--- src/rtl/clarvi_part_collector_if.sv ---
// clarvi_part_collector_if
//   Bundles the writeback part stream, the flush/clear controls and the
//   assembled register-file write of clarvi_part_collector.
//   master : drives the part stream and controls (WB stage / testbench)
//   slave  : the collector itself
// Signals
//   in_valid, in_part, in_data, in_rd, in_wb_en, in_is32 : one slice result
//   flush, clear_error                                   : control
//   out_valid, out_we, out_rd, out_value                 : 64-bit commit
//   part_error                                           : sticky error flag
interface clarvi_part_collector_if #(
  parameter int SLICE_W = 16,
  parameter int NPARTS  = 4
);
  localparam int PART_W = $clog2(NPARTS);
  localparam int XLEN   = SLICE_W * NPARTS;

  logic                 in_valid;
  logic [PART_W-1:0]    in_part;
  logic [SLICE_W-1:0]   in_data;
  logic [4:0]           in_rd;
  logic                 in_wb_en;
  logic                 in_is32;
  logic                 flush;
  logic                 clear_error;
  logic                 out_valid;
  logic                 out_we;
  logic [4:0]           out_rd;
  logic [XLEN-1:0]      out_value;
  logic                 part_error;

  modport master (
    output in_valid, in_part, in_data, in_rd, in_wb_en, in_is32, flush, clear_error,
    input  out_valid, out_we, out_rd, out_value, part_error
  );

  modport slave (
    input  in_valid, in_part, in_data, in_rd, in_wb_en, in_is32, flush, clear_error,
    output out_valid, out_we, out_rd, out_value, part_error
  );
endinterface

--- src/rtl/clarvi_part_collector.sv ---
// clarvi_part_collector
//   Writeback-side reassembler for the 16-bit sliced datapath. Each RV64
//   instruction arrives as NPARTS slice results in any order; once every
//   slice has landed, one 64-bit register write and a retire pulse are
//   emitted on the following cycle.
// Ports
//   clock : system clock
//   reset : asynchronous, active-high
//   bus   : clarvi_part_collector_if.slave (part stream in, commit out)
// Configuration
//   CLARVI_WB_SEXT32_EN : when defined, OP_32 results get bits 63:32
//     replaced by the sign of bit 31; otherwise the buffer is passed through.
//
// state   | meaning
// IDLE    | no instruction in flight
// COLLECT | some slices of an instruction received
// COMMIT  | out_valid pulse cycle; may also accept the next first slice
module clarvi_part_collector #(
  parameter int SLICE_W = 16,
  parameter int NPARTS  = 4
) (
  input  logic                   clock,
  input  logic                   reset,
  clarvi_part_collector_if.slave bus
);
  localparam int XLEN   = SLICE_W * NPARTS;
  localparam int PART_W = $clog2(NPARTS);

  localparam logic [1:0] ST_IDLE    = 2'd0;
  localparam logic [1:0] ST_COLLECT = 2'd1;
  localparam logic [1:0] ST_COMMIT  = 2'd2;

  localparam logic [NPARTS-1:0] MASK_FULL = {NPARTS{1'b1}};
  localparam logic [NPARTS-1:0] MASK_ONE  = {{(NPARTS-1){1'b0}}, 1'b1};

  logic [1:0]        state;
  logic [NPARTS-1:0] mask;
  logic [XLEN-1:0]   data_buf;
  logic [4:0]        rd_q;
  logic              wb_en_q;
  logic              is32_q;

  logic              in_go;
  logic              accept_first;
  logic              in_collect;
  logic              bad_beat;
  logic              err_evt;
  logic              accept;
  logic [NPARTS-1:0] part_onehot;
  logic [NPARTS-1:0] mask_acc;
  logic              complete;
  logic [XLEN-1:0]   buf_next;
  logic [XLEN-1:0]   commit_value;

  // flush kills any beat presented in the same cycle
  assign in_go        = bus.in_valid && !bus.flush;
  assign in_collect   = (state == ST_COLLECT);
  assign accept_first = in_go && !in_collect;

  assign part_onehot = MASK_ONE << bus.in_part;
  assign bad_beat    = ((mask & part_onehot) != '0) ||
                       (bus.in_rd != rd_q) ||
                       (bus.in_wb_en != wb_en_q) ||
                       (bus.in_is32 != is32_q);
  assign err_evt     = in_go && in_collect && bad_beat;
  assign accept      = accept_first || (in_go && in_collect && !bad_beat);

  assign mask_acc = (accept_first ? '0 : mask) | part_onehot;
  assign complete = accept && (mask_acc == MASK_FULL);

  always_comb begin
    buf_next = data_buf;
    if (accept) begin
      buf_next[int'(bus.in_part)*SLICE_W +: SLICE_W] = bus.in_data;
    end
  end

  // An accepted completing beat always matches the captured rd/wb_en/is32,
  // so the live inputs can be used directly for the commit.
`ifdef CLARVI_WB_SEXT32_EN
  assign commit_value = bus.in_is32 ? {{(XLEN-32){buf_next[31]}}, buf_next[31:0]} : buf_next;
`else
  assign commit_value = buf_next;
`endif

  always_ff @(posedge clock or posedge reset) begin
    if (reset) begin
      state    <= ST_IDLE;
      mask     <= '0;
      data_buf <= '0;
      rd_q     <= '0;
      wb_en_q  <= 1'b0;
      is32_q   <= 1'b0;
    end else begin
      data_buf <= buf_next;
      if (accept_first) begin
        rd_q    <= bus.in_rd;
        wb_en_q <= bus.in_wb_en;
        is32_q  <= bus.in_is32;
      end

      if (bus.flush) begin
        state <= ST_IDLE;
        mask  <= '0;
      end else if (complete) begin
        state <= ST_COMMIT;
        mask  <= '0;
      end else if (accept) begin
        state <= ST_COLLECT;
        mask  <= mask_acc;
      end else if (state == ST_COMMIT) begin
        state <= ST_IDLE;
      end
    end
  end

  always_ff @(posedge clock or posedge reset) begin
    if (reset) begin
      bus.out_valid <= 1'b0;
      bus.out_we    <= 1'b0;
      bus.out_rd    <= '0;
      bus.out_value <= '0;
    end else begin
      bus.out_valid <= complete;
      bus.out_we    <= complete && bus.in_wb_en && (bus.in_rd != 5'd0);
      if (complete) begin
        bus.out_rd    <= bus.in_rd;
        bus.out_value <= commit_value;
      end
    end
  end

  // error set wins over a simultaneous clear
  always_ff @(posedge clock or posedge reset) begin
    if (reset) begin
      bus.part_error <= 1'b0;
    end else if (err_evt) begin
      bus.part_error <= 1'b1;
    end else if (bus.clear_error) begin
      bus.part_error <= 1'b0;
    end
  end
endmodule
--- src/flat_wrapper.sv ---
// flat-port wrapper written by rule: the top's interface ports become plain ports
module clarvi_part_collector_flat 
#(
  parameter int SLICE_W = 16,
  parameter int NPARTS  = 4
)
  (clock, reset, bus_in_valid, bus_in_part, bus_in_data, bus_in_rd, bus_in_wb_en, bus_in_is32, bus_flush, bus_clear_error, bus_out_valid, bus_out_we, bus_out_rd, bus_out_value, bus_part_error);
  clarvi_part_collector_if #(.SLICE_W(SLICE_W), .NPARTS(NPARTS)) bus_i ();
  input  logic clock;
  input  logic reset;
  input wire logic [$bits(bus_i.in_valid)-1:0] bus_in_valid;
  input wire logic [$bits(bus_i.in_part)-1:0] bus_in_part;
  input wire logic [$bits(bus_i.in_data)-1:0] bus_in_data;
  input wire logic [$bits(bus_i.in_rd)-1:0] bus_in_rd;
  input wire logic [$bits(bus_i.in_wb_en)-1:0] bus_in_wb_en;
  input wire logic [$bits(bus_i.in_is32)-1:0] bus_in_is32;
  input wire logic [$bits(bus_i.flush)-1:0] bus_flush;
  input wire logic [$bits(bus_i.clear_error)-1:0] bus_clear_error;
  output wire logic [$bits(bus_i.out_valid)-1:0] bus_out_valid;
  output wire logic [$bits(bus_i.out_we)-1:0] bus_out_we;
  output wire logic [$bits(bus_i.out_rd)-1:0] bus_out_rd;
  output wire logic [$bits(bus_i.out_value)-1:0] bus_out_value;
  output wire logic [$bits(bus_i.part_error)-1:0] bus_part_error;
  assign bus_i.in_valid = bus_in_valid;
  assign bus_i.in_part = bus_in_part;
  assign bus_i.in_data = bus_in_data;
  assign bus_i.in_rd = bus_in_rd;
  assign bus_i.in_wb_en = bus_in_wb_en;
  assign bus_i.in_is32 = bus_in_is32;
  assign bus_i.flush = bus_flush;
  assign bus_i.clear_error = bus_clear_error;
  assign bus_out_valid = bus_i.out_valid;
  assign bus_out_we = bus_i.out_we;
  assign bus_out_rd = bus_i.out_rd;
  assign bus_out_value = bus_i.out_value;
  assign bus_part_error = bus_i.part_error;
  clarvi_part_collector #(.SLICE_W(SLICE_W), .NPARTS(NPARTS)) u_core (.clock(clock), .reset(reset), .bus(bus_i));
endmodule
--- config.mk ---
export PLATFORM = sky130hd
export DESIGN_NAME = clarvi_part_collector_flat
export DESIGN_NICKNAME = d
export VERILOG_FILES = /design/src/rtl/clarvi_part_collector_if.sv /design/src/rtl/clarvi_part_collector.sv /design/src/flat_wrapper.sv
export SDC_FILE = /design/constraint.sdc
export NUM_CORES = 1
export LEC_CHECK = 0
export ABC_AREA = 1
export CAP_MARGIN = 25
export CORE_MARGIN = 4
export CORE_UTILIZATION = 55
export CTS_BUF_LIST = sky130_fd_sc_hd__clkbuf_4
export CTS_CLUSTER_DIAMETER = 80
export DETAILED_ROUTE_END_ITERATION = 12
export PLACE_DENSITY = 0.84
export SLEW_MARGIN = 20
export SYNTH_ARGS = -nofsm -noshare
export SYNTH_HDL_FRONTEND = slang
export SYNTH_SLANG_ARGS = --single-unit
--- constraint.sdc ---
create_clock -name clock -period 11.25 [get_ports clock]
set_input_delay 2.25 -clock clock [delete_from_list [all_inputs] [get_ports clock]]
set_output_delay 2.25 -clock clock [all_outputs]
set_load 0.1 [all_outputs]
After elaboration in Yosys (flattened, before gate mapping). Cells that the tools add are included.

Input bits: 30. Register bits after elaboration: 149. Logic and storage cells: 55.

Bitwise gates (word level): 2. Add/subtract/negate cells: 1. Muxes and demuxes: 12. Reduce and logical (&&, ||, !) cells: 20. Eq/ne operators: 6. Shift operators: 3.

Operators with widths (number): bitwise mux 64 bit (1); 2-to-1 mux 64 bit (1); variable shift 16 x 33 -> 64 bit, first input constant (1); indexed part select 16 x 33 -> 64 bit (1); negator 6 -> 33 bit (1); 2-to-1 mux 4 bit (4); logical AND 1 bit (8); 2-to-1 mux 2 bit (4); nonzero test 4 bit (2); != test 5 bit (1); nonzero test 5 bit (1); bitwise AND 4 bit (1); == test 4 bit, second input constant (1); logical OR 1 bit (4); OR 4 bit (1); left shift 1 x 2 -> 4 bit, first input constant (1); logical NOT 1 bit (3); nonzero test 3 bit (1); == test 2 x 1 -> 1 bit, second input constant (1); == test 2 bit, second input constant (1); 2-to-1 mux 1 bit (2); != test 1 bit (2); nonzero test 2 bit (1).

Logic depth before layout (Yosys ltp).
Depth in word-level cells: 12. Mapped depth: 18. Depth with buffers taken out: 13.

Least setup slack after synthesis. Ideal clock, no wire load.

Kind: in2reg. From: input port bus_in_part[0]. To: register u_core.bus.out_value[0]. Buffers on the path: 5. Data required time: 11.130 ns. Setup slack: 6.940 ns. Cell stages on the path: 17. Arrival: 4.191 ns. Cell sequence: clkbuf_2 clkinv_1 clkbuf_1 ha_1 buf_2 nand2_1 nand2_1 inv_1 nand3_1 nor2_1 nand3_1 nand2_1 nand2_2 buf_6 buf_2 nand2_1 nand2_1.

Longest elaborated chain between the ends: 10. Elaborated cells between the ends (all ways): 17. Those cells by class: add/sub (1); eq/ne (1); shift (3); mux (2); bitwise (2); reduce/logical (8).

Ends and longest elaborated chain: from (decl) (RTL line flat_wrapper.sv:12) `input wire logic [$bits(bus_i.in_part)-1:0] bus_in_part;`; branches (longest 10 deep; another with negator 6 -> 33 bit); to (signal assigned) (RTL line clarvi_part_collector.sv:128) `bus.out_value <= commit_value;`; to (decl) (RTL line clarvi_part_collector_if.sv:39) `output out_valid, out_we, out_rd, out_value, part_error`.

Several ways; the timed one is not identified. A chain may end at the register's enable or synchronous reset.

Final worst setup path.
From: input port bus_in_part[0]. To: register u_core.bus.out_value[60].

The elaborated chain is that of the path after synthesis.

==> metrics.yaml <==
timing:
  relSlewSlack_pct: 34.2
  fin_skew_ps: 14.2
  post-route-period-util_pct: 58.0
  setup_violations: 0
  fmax_mhz: 153
  report.final.slew_viol_count: 0
  final.setup.tns_ps: 0
  min_period_ps: 6520
  hold_ws_ps: 489
  hold_viol_final: 0
  worst_pin_slew_ps: 984
  rsz0062_at_grt: "false"
clock_network:
  ctsHoldBuffers: 0
  insertion_delay_ps: 580
  cts_tree: "yes"
  clockBufferDepth: 2
  clkTransAtPathRegs_ps: 120
  cts_setup_buffers: 0
  cts-resized-gates: 0
  cts.sink_count: 149
  cts-buffers-inserted: 17
  cts-root-buf: "clkbuf_4"
  htreeDepth: 4
setup_path:
  slowest_stage: "clkdlybuf4s50_1"
  critPathRequiredTime_ps: 11710
  crit_chain: "clkdlybuf4s50_1 -> clkinv_1 -> ha_1 -> inv_2 -> nand2_1 -> nand2_1 -> nor2_4 -> nand2_2 -> buf_4 -> inv_2 -> buf_12 -> nand2_1 -> nand2_1"
  worst_setup_path_start_kind: "input port"
  critPathArrivalTime_ps: 6980
  crit_top_cell: "nand2_1"
  critical_path.max_stage_delay_ps: 1070
  setup.worst_path.class: "in -> reg"
  cp_max_fo: 77
  cp-end-kind: "flip-flop"
placed_design:
  port_buffers: 101
  place.gp.congestion: 0.880
  dp_hpwl_um: 11200
synthesis:
  syn-cell-area_um2: 7160
  synth_top_area_cell: "dfrtp_1"
  postSynthCellCount: 914
  syn_nets: 948
  synth_area_leaders: "dfrtp_1 52%, nand2_1 21%, nand3_1 12%"
  ys_types: 24
  ys_ff_latch: 149
  synth_top_area_share_pct: 52.1
  yosysWarnings: 0
  ys_seq_area_share_pct: 52.1
  avgSynthCellArea_um2: 7.84
job:
  max_cap_viol_count: 0
floorplanning:
  core-area_um2: 12700
  start_util_pct: 56.5
  fp.dieH_um: 122
  rows: 41
  die-area_um2: 14900
  die_w_um: 122
  ios: 102
routing:
  first_pass_iters: 5
  wl_per_cell_um: 15.4
  dr.first_iter.drc_count: 808
  vias_per_cell: 5.53
  vias: 6408
  drc: 0
  finalWirelength_um: 17800
  ant_nets: 0
finish:
  drive_gt1_share_pct: 5.78
  fillerInstances: 1072
  final_common_cell: "nand2_1"
  nets: 1008
  insertedDiodeCount: 0
  layout_common_cells: "398 x nand2_1, 176 x nand3_1, 149 x dfrtp_1"
  area_delta_synth_final_pct: 17.4
power:
  p_leak_uw: 0.00431
  switchingPower_uw: 379
  power.density_nw_per_um2: 138
  intPower_uw: 781
  pwr-share-comb_pct: 19.4
  max-vdd-ir-drop_mv: 0.0726
  p_clk_share_pct: 27.9
  seqPwrFrac_pct: 52.7
  netSwitchingFraction_pct: 32.7
global_route:
  antenna_found_initial: 0
  grt_use_total_pct: 24.5
  grt_pass1_vias: 5883
  globalRouteOverflowTotal: 0
  grt_max_degree: 81
  grt_pass1_wl_um: 28900
outcome:
  outcome: "completed"
hold_path:
  holdCritPathClass: "reg -> reg"
==> flip-flops by register name, indices dropped and copies added, names as in the netlist <==
register and flops:
u_core.bus.part_error 1, u_core.bus.out_rd 5, u_core.mask 4, u_core.bus.out_valid 1, u_core.rd_q 5, u_core.data_buf 64
u_core.is32_q 1, u_core.wb_en_q 1, u_core.bus.out_value 64, u_core.bus.out_we 1, u_core.state 2
==> power groups by stage <==
stage / Clock (µW) / Combinational (µW) / Sequential [µW]
after detailed placement: 0 / 222 / 619
after global placement: 0 / 215 / 619
after floorplan: 0 / 131 / 651
final: 324 / 226 / 611
after CTS: 329 / 222 / 610
after global routing: 349 / 248 / 616
==> worst max-delay path, delay by kind of cell <==
kind	cells	cell delay [ps]
adder cells (fa/ha/maj)	1	690
AND/OR/NAND/NOR	6	530
buffers and inverters	6	3400
==> cells in the mapped netlist <==
cell type and instances:
o22ai_1 1, nor2_1 4, o21ai_0 48, nand2_1 399, nand3_1 177, nor2_4 4
clkbuf_2 1, buf_4 6, buf_6 8, xnor2_1 6, nor3_1 3, nand2_2 2
inv_4 1, o21ai_1 4, inv_2 6, clkbuf_1 21, buf_1 8, ha_1 4
dfrtp_1 149, clkinv_1 1, nand4_1 19, inv_1 16, buf_2 24, nor2_2 2
==> metal layers <==
metal	track usage, %	routed length, µm	vias to the layer above
li1	-	-	3082
met1	35.0	7830	3012
met2	36.1	8110	262
met3	5.94	1340	52
met4	10.4	559	0
met5	0	0	-
==> through the flow <==
stage / util (%) / cell area [µm²] / power, µW / setup slack [ps] / std cells
after floorplan: - / 7160 / 782 / 4990 / 914
after global placement: 63.6 / 8060 / 834 / 4280 / 1123
after detailed placement: 63.8 / 8080 / 841 / 4090 / 1124
after CTS: 65.9 / 8350 / 1160 / 4720 / 1156
after global routing: 66.4 / 8410 / 1210 / 4370 / 1159
final: 66.4 / 8410 / 1160 / 4730 / 1159
==> cell type report <==
type / instances / area (µm²) / share of cell area (%)
sequential: 149 / 3730 / 44.3
multi-input combinational: 673 / 2980 / 35.4
timing repair buffer: 109 / 1120 / 13.4
tap: 172 / 215 / 2.56
clock inverter: 15 / 139 / 1.65
clock buffer: 17 / 128 / 1.52
inverter: 24 / 97.6 / 1.16
==> final timing paths <==
| kind | startpoint | to | slack (ps) | depth (start not counted) |
|---|---|---|---|---|
| setup / recovery | bus_in_part[0] | u_core.bus.out_value[60]$_DFFE_PP0P_ | 4730 | 13 |
| hold / removal | u_core.bus.out_value[34]$_DFFE_PP0P_ | u_core.bus.out_value[34]$_DFFE_PP0P_ | 490 | 2 |
| setup reg to reg | u_core.state[0]$_DFFE_PP0P_ | u_core.bus.out_value[60]$_DFFE_PP0P_ | 8180 | 14 |
| hold reg to reg | u_core.bus.out_value[34]$_DFFE_PP0P_ | u_core.bus.out_value[34]$_DFFE_PP0P_ | 490 | 2 |
| max in group asynchronous | reset | u_core.data_buf[11]$_DFF_PP0_ | 8030 | 4 |
| min in group asynchronous | reset | u_core.bus.out_value[34]$_DFFE_PP0P_ | 2120 | 2 |
==> cell families (layout without fill, tap and decap cells) <==
group           count (synthesis)  count (layout)  share of synthesized area (%)
simple gates                  610             610                           36.3
flops                         149             149                           52.1
buf+inv                        92             165                           6.45
compound gates                 53              53                           3.72
xor+xnor                        6               6                          0.734
fa+ha+maj                       4               4                          0.699
Power figures use the tool's default switching activity.
